[src/rtl/coder_pkg.sv]
// Shared widths, code type and reset code for the 8-to-3 encoder.
package coder_pkg;
    localparam int N_IN   = 8;
    localparam int CODE_W = 3;

    typedef logic [CODE_W-1:0] code_t;

    localparam code_t RST_CODE = 3'b000;
endpackage

[src/rtl/coder_8to3_if.sv]
// Request lines and registered code/flag outputs of the 8-to-3 encoder.
interface coder_8to3_if;
    logic x1, x2, x3, x4, x5, x6, x7, x8;
    logic y1, y2, y3;
    logic valid;
    logic err;

    modport master (
        output x1, x2, x3, x4, x5, x6, x7, x8,
        input  y1, y2, y3, valid, err
    );

    modport slave (
        input  x1, x2, x3, x4, x5, x6, x7, x8,
        output y1, y2, y3, valid, err
    );
endinterface

[src/rtl/coder_prio8.sv]
// Combinational 8-input priority encoder: highest set bit wins; any-high flag.
// Latency: 0 (pure logic). Backpressure: none. Multi-hot output only with CODER_ONEHOT_CHECK_EN.
module coder_prio8
    import coder_pkg::*;
(
    input  logic [N_IN-1:0] req,
    output code_t           code,
`ifdef CODER_ONEHOT_CHECK_EN
    output logic            multi,
`endif
    output logic            any
);

    always_comb begin
        code = RST_CODE;
        // Ascending scan so the highest-numbered asserted line overwrites lower ones.
        for (int i = 0; i < N_IN; i++) begin
            if (req[i]) begin
                code = code_t'(i);
            end
        end
    end

    assign any = |req;

`ifdef CODER_ONEHOT_CHECK_EN
    // Clearing the lowest set bit leaves something only if two or more were set.
    assign multi = |(req & (req - 1'b1));
`endif

endmodule

[src/rtl/coder_8to3.sv]
// Registered 8-to-3 priority encoder with valid and optional multi-hot err (CODER_ONEHOT_CHECK_EN).
// Latency: 1 clk, one new code per cycle. Backpressure: none, inputs level-sampled every edge.
// Without CODER_ONEHOT_CHECK_EN the err output is tied low.
module coder_8to3 (
    input logic         clk,
    input logic         rst_n,
    coder_8to3_if.slave bus
);
    import coder_pkg::*;

    logic [N_IN-1:0] req;
    code_t           code_d;
    code_t           code_q;
    logic            any_d;
    logic            valid_q;

    assign req = {bus.x8, bus.x7, bus.x6, bus.x5, bus.x4, bus.x3, bus.x2, bus.x1};

`ifdef CODER_ONEHOT_CHECK_EN
    logic multi_d;
    logic err_q;

    coder_prio8 u_prio (
        .req   (req),
        .code  (code_d),
        .multi (multi_d),
        .any   (any_d)
    );

    always_ff @(posedge clk or negedge rst_n) begin
        if (!rst_n) begin
            err_q <= 1'b0;
        end else begin
            err_q <= multi_d;
        end
    end

    assign bus.err = err_q;
`else
    coder_prio8 u_prio (
        .req  (req),
        .code (code_d),
        .any  (any_d)
    );

    assign bus.err = 1'b0;
`endif

    always_ff @(posedge clk or negedge rst_n) begin
        if (!rst_n) begin
            code_q  <= RST_CODE;
            valid_q <= 1'b0;
        end else begin
            code_q  <= code_d;
            valid_q <= any_d;
        end
    end

    assign bus.y1    = code_q[0];
    assign bus.y2    = code_q[1];
    assign bus.y3    = code_q[2];
    assign bus.valid = valid_q;

endmodule

[src/flat_wrapper.sv]
// flat-port wrapper written by rule: the top's interface ports become plain ports
module coder_8to3_flat import coder_pkg::*;
  (clk, rst_n, bus_x1, bus_x2, bus_x3, bus_x4, bus_x5, bus_x6, bus_x7, bus_x8, bus_y1, bus_y2, bus_y3, bus_valid, bus_err);
  coder_8to3_if bus_i ();
  input logic clk;
  input logic rst_n;
  input wire logic [$bits(bus_i.x1)-1:0] bus_x1;
  input wire logic [$bits(bus_i.x2)-1:0] bus_x2;
  input wire logic [$bits(bus_i.x3)-1:0] bus_x3;
  input wire logic [$bits(bus_i.x4)-1:0] bus_x4;
  input wire logic [$bits(bus_i.x5)-1:0] bus_x5;
  input wire logic [$bits(bus_i.x6)-1:0] bus_x6;
  input wire logic [$bits(bus_i.x7)-1:0] bus_x7;
  input wire logic [$bits(bus_i.x8)-1:0] bus_x8;
  output wire logic [$bits(bus_i.y1)-1:0] bus_y1;
  output wire logic [$bits(bus_i.y2)-1:0] bus_y2;
  output wire logic [$bits(bus_i.y3)-1:0] bus_y3;
  output wire logic [$bits(bus_i.valid)-1:0] bus_valid;
  output wire logic [$bits(bus_i.err)-1:0] bus_err;
  assign bus_i.x1 = bus_x1;
  assign bus_i.x2 = bus_x2;
  assign bus_i.x3 = bus_x3;
  assign bus_i.x4 = bus_x4;
  assign bus_i.x5 = bus_x5;
  assign bus_i.x6 = bus_x6;
  assign bus_i.x7 = bus_x7;
  assign bus_i.x8 = bus_x8;
  assign bus_y1 = bus_i.y1;
  assign bus_y2 = bus_i.y2;
  assign bus_y3 = bus_i.y3;
  assign bus_valid = bus_i.valid;
  assign bus_err = bus_i.err;
  coder_8to3 u_core (.clk(clk), .rst_n(rst_n), .bus(bus_i));
endmodule
[config.mk]
export PLATFORM = sky130hd
export DESIGN_NAME = coder_8to3_flat
export DESIGN_NICKNAME = d
export VERILOG_FILES = /design/src/rtl/coder_pkg.sv /design/src/rtl/coder_8to3_if.sv /design/src/rtl/coder_prio8.sv /design/src/rtl/coder_8to3.sv /design/src/flat_wrapper.sv
export SDC_FILE = /design/constraint.sdc
export NUM_CORES = 1
export LEC_CHECK = 0
export ABC_AREA = 0
export BUFFER_PORTS_ARGS = -buffer_cell sky130_fd_sc_hd__buf_2
export CORE_AREA = 8 8 45 47
export CTS_BUF_LIST = sky130_fd_sc_hd__clkbuf_2
export DETAILED_ROUTE_END_ITERATION = 7
export DIE_AREA = 0 0 53 55
export PLACE_DENSITY = 0.4
export SYNTH_ARGS = -nofsm -noshare
export SYNTH_HDL_FRONTEND = slang
export SYNTH_HIERARCHICAL = 1
export SYNTH_SLANG_ARGS = --single-unit
[constraint.sdc]
create_clock -name clk -period 0.8 [get_ports clk]
set_input_delay 0.16 -clock clk [delete_from_list [all_inputs] [get_ports clk]]
set_output_delay 0.16 -clock clk [all_outputs]
set_load 0.02 [all_outputs]
Word level (Yosys, flattened, before mapping)
Cells that the tools add are included.
Widths: inputs -> output; s select.
- register bits: 4
- latch bits: 0
- memory bits (writable): 0
- memory bits (read-only): 0
- input port bits: 10
- output and inout port bits: 5
- logic and storage cells: 10
- memories: 0
- $add $sub $neg: 0
- multipliers: 0
- div/mod/pow operators: 0
- $lt $le $gt $ge: 0
- equality and inequality tests: 0
- shift operators: 0
- mux-type cells: 7
- bitwise operators: 0
- reductions and logical operators: 1
- operators with widths (cell ; count):
    $mux 3 ; 6
    $reduce_or 8->1 ; 1
    $mux 1 ; 1

Logic depth before layout (Yosys ltp)
- depth after elaboration: 7
- gate-level depth with buffers: 3
- mapped depth without buffers: 3

By module
Netlist, hierarchy kept.
- by module, submodules not included (module ; instances ; cells each ; area each (um2) ; sequential area each (um2)):
    coder_8to3 ; 1 ; 6 ; 111.4 ; 100.1
    coder_prio8 ; 1 ; 12 ; 66.3 ; 0.0

Least setup slack after synthesis
OpenSTA, ideal clock, no wires.
- path type: flip-flop to output port
- start point: register u_core.valid_q (netlist: u_core/bus.valid)
- end point: output bus_valid
- arrival time: 0.416 ns
- data required time: 0.640 ns
- setup slack: 0.224 ns
- cell stages (with the launch flop): 1
- path buffers: 0
- cells stage by stage: dfrtp_1
- RTL lines (element ; RTL line ; source):
    from (decl) ; coder_8to3.sv:15 ; logic valid_q;
    from (signal assigned) ; coder_8to3.sv:55 ; valid_q <= any_d;
    to (decl) ; flat_wrapper.sv:18 ; output wire logic [$bits(bus_i.valid)-1:0] bus_valid;
No word-level cell between the ends.

Worst setup path after layout
- start point: register u_core.code_q[1]
- end point: output bus_y2
- RTL lines (element ; RTL line ; source):
    from (decl) ; coder_8to3.sv:13 ; code_t code_q;
    from (signal assigned) ; coder_8to3.sv:54 ; code_q <= code_d;
    to (decl) ; flat_wrapper.sv:16 ; output wire logic [$bits(bus_i.y2)-1:0] bus_y2;
No word-level cell between the ends.

==> impl_metrics.json <==
{
  "max_stage_delay_ps": 360,
  "ys_ff_latch": 4,
  "ir_drop_mv": 0.291,
  "path_clk_slew_ps": 40,
  "hold_class": "in2reg",
  "grt_use_total": 0.0395,
  "synthArstFlopShare": 1.00,
  "ant_nets": 0,
  "drt_wl_total_um": 460,
  "yosysWarnings": 6,
  "cpMaxStageDelayCell": "dfrtp_1",
  "rsz0062_at_grt": "yes",
  "final_nets": 46,
  "required_ps": 640,
  "dr_wl_met3_um": 130,
  "post-dp-hpwl_um": 403,
  "min_period_ps": 851,
  "cts_buffers": 3,
  "yosys-top-cells-count": "4 x dfrtp_1, 4 x nor2_1",
  "setup_violations": 4,
  "register_area_um2": 100,
  "met2_length_um": 121,
  "tritoncts": "yes",
  "top_layer_used": "met3",
  "crit_family": "flip-flops",
  "synth_top_area_frac": 0.563,
  "overflow": 0,
  "wl_met1_um": 208,
  "fp.dieArea_um2": 2920,
  "first_pass_iters": 4,
  "clock.fmax_mhz": 1170,
  "grt_pass1_wl_um": 752,
  "syn_inst": 18,
  "cp.arrival_ps": 690,
  "layout_setup_ws_ps": -51.3,
  "violations": "setup timing",
  "synth_nets": 28,
  "hold_ws_ps": 179,
  "crit_buf_inv": 1,
  "die_h_um": 55,
  "io_pins": 15,
  "core_um2": 1380,
  "die_w_um": 53,
  "synth_edf_count": 0,
  "critPathKind": "reg2out",
  "portBuffers": 13,
  "cts_max_path_buffers": 2,
  "status": "complete, but fails checks",
  "gp_congestion": 0.596,
  "drc": 0,
  "grt_max_degree": 5,
  "drive_gt1_frac": 0.559,
  "power.density_nw_per_um2": 1570,
  "power.total_uw": 480,
  "fillers": 151,
  "postCtsSetupBuffers": 0,
  "antenna_found_initial": 0,
  "routed_via_density": 3.50,
  "start_kind": "flip-flop",
  "path_cells": "buf_6",
  "grt_pass1_vias": 204,
  "root_buffer": "clkbuf_2",
  "antenna_cells": 0,
  "leakagePower_nw": 0.143,
  "fin_util": 0.221,
  "clock_sinks": 4,
  "synth.distinct_cells": 12,
  "row_count": 14,
  "initial_core_util": 0.128,
  "ys_seq_area_frac": 0.563,
  "cp-end-kind": "output port",
  "netlist_area_um2": 178,
  "drtIter0Drc": 3,
  "htree_levels": 1,
  "fin_crit_sh": 1.06,
  "fin_setup_tns_ps": -199,
  "ys.flop_type": "dfrtp_1",
  "crit_path_max_fanout": 1,
  "drt-wirelength-per-cell_um": 9.20,
  "multi_input_area_um2": 62.6,
  "cap_violations": 0,
  "synth_area_leaders": "dfrtp_1 56%, nor2_1 8.5%, o31ai_2 7.0%",
  "area_growth_pct": 71.8,
  "finalHoldViolations": 0,
  "syn_avg_cell_area_um2": 9.87,
  "num_vias": 175,
  "finalMaxSlewViolations": 0,
  "yosys.area.top_type": "dfrtp_1"
}
[area by class of cell]
class	count	share of cell area
sequential	4	0.328
tap	16	0.0656
clock buffer	3	0.0492
inverter	2	0.0246
multi-input combinational	11	0.205
timing repair buffer	14	0.328
[through the flow]
stage	worst slack [ps]	std cells	instance area, um^2
after floorplan	224	18	178
after global placement	104	46	255
after detailed placement	95.8	46	255
after CTS	-68.6	50	305
after global routing	-89.5	50	305
final	-51.3	50	305
[layer usage]
layer | GRT usage | vias up
li1 | - | 89
met1 | 0.0429 | 69
met2 | 0.0273 | 17
met3 | 0.0481 | 0
met4 | 0.0517 | 0
met5 | 0 | -
[flip-flops by register name, indices dropped and copies added, names as in the netlist]
register	cells
u_core/bus.valid	1
u_core/code_q	3
[path summary, 6_finish.rpt]
kind / startpoint / endpoint / slack (ps) / cells past startpoint
max in group asynchronous: rst_n / u_core/code_q[0] / 400 / 2
min in group asynchronous: rst_n / u_core/code_q[1] / 290 / 2
worst max-delay path: u_core/code_q[1] / bus_y2 / -50 / 1
worst min-delay path: bus_x8 / u_core/code_q[0] / 180 / 3
[report_power, final]
| group | switching, mW | internal (mW) | total (mW) | leakage, nW |
|---|---|---|---|---|
| logic | 0.0467 | 0.0431 | 0.0898 | 0.0921 |
| clock network | 0.0753 | 0.101 | 0.176 | 0.0125 |
| registers | 0.00315 | 0.211 | 0.214 | 0.0386 |
[logic make-up (layout without fill, tap and decap cells)]
family,count (synthesis),in the layout,synth area share
other,1,1,0.0211
AO/OA/AOI/OAI,4,4,0.190
AND/OR/NAND/NOR,6,6,0.141
buffers and inverters,3,19,0.0845
flip-flops,4,4,0.563
[what timing repair did]
item	CTS	global route
setup endpoints to repair	4	4
resized for setup	8	0
hold endpoints to repair	4	0
hold buffers	1	0
[placed cells by master, fill, tap and decap left out, drive strengths merged]
master and n:
buf 13, dfrtp 4, nor2 4, clkbuf 3, o31ai 2, inv 2
a21oi 2, dlygate4sd3 1, conb 1, nand2 1, nand4 1
(Power assumes the default switching activity.)
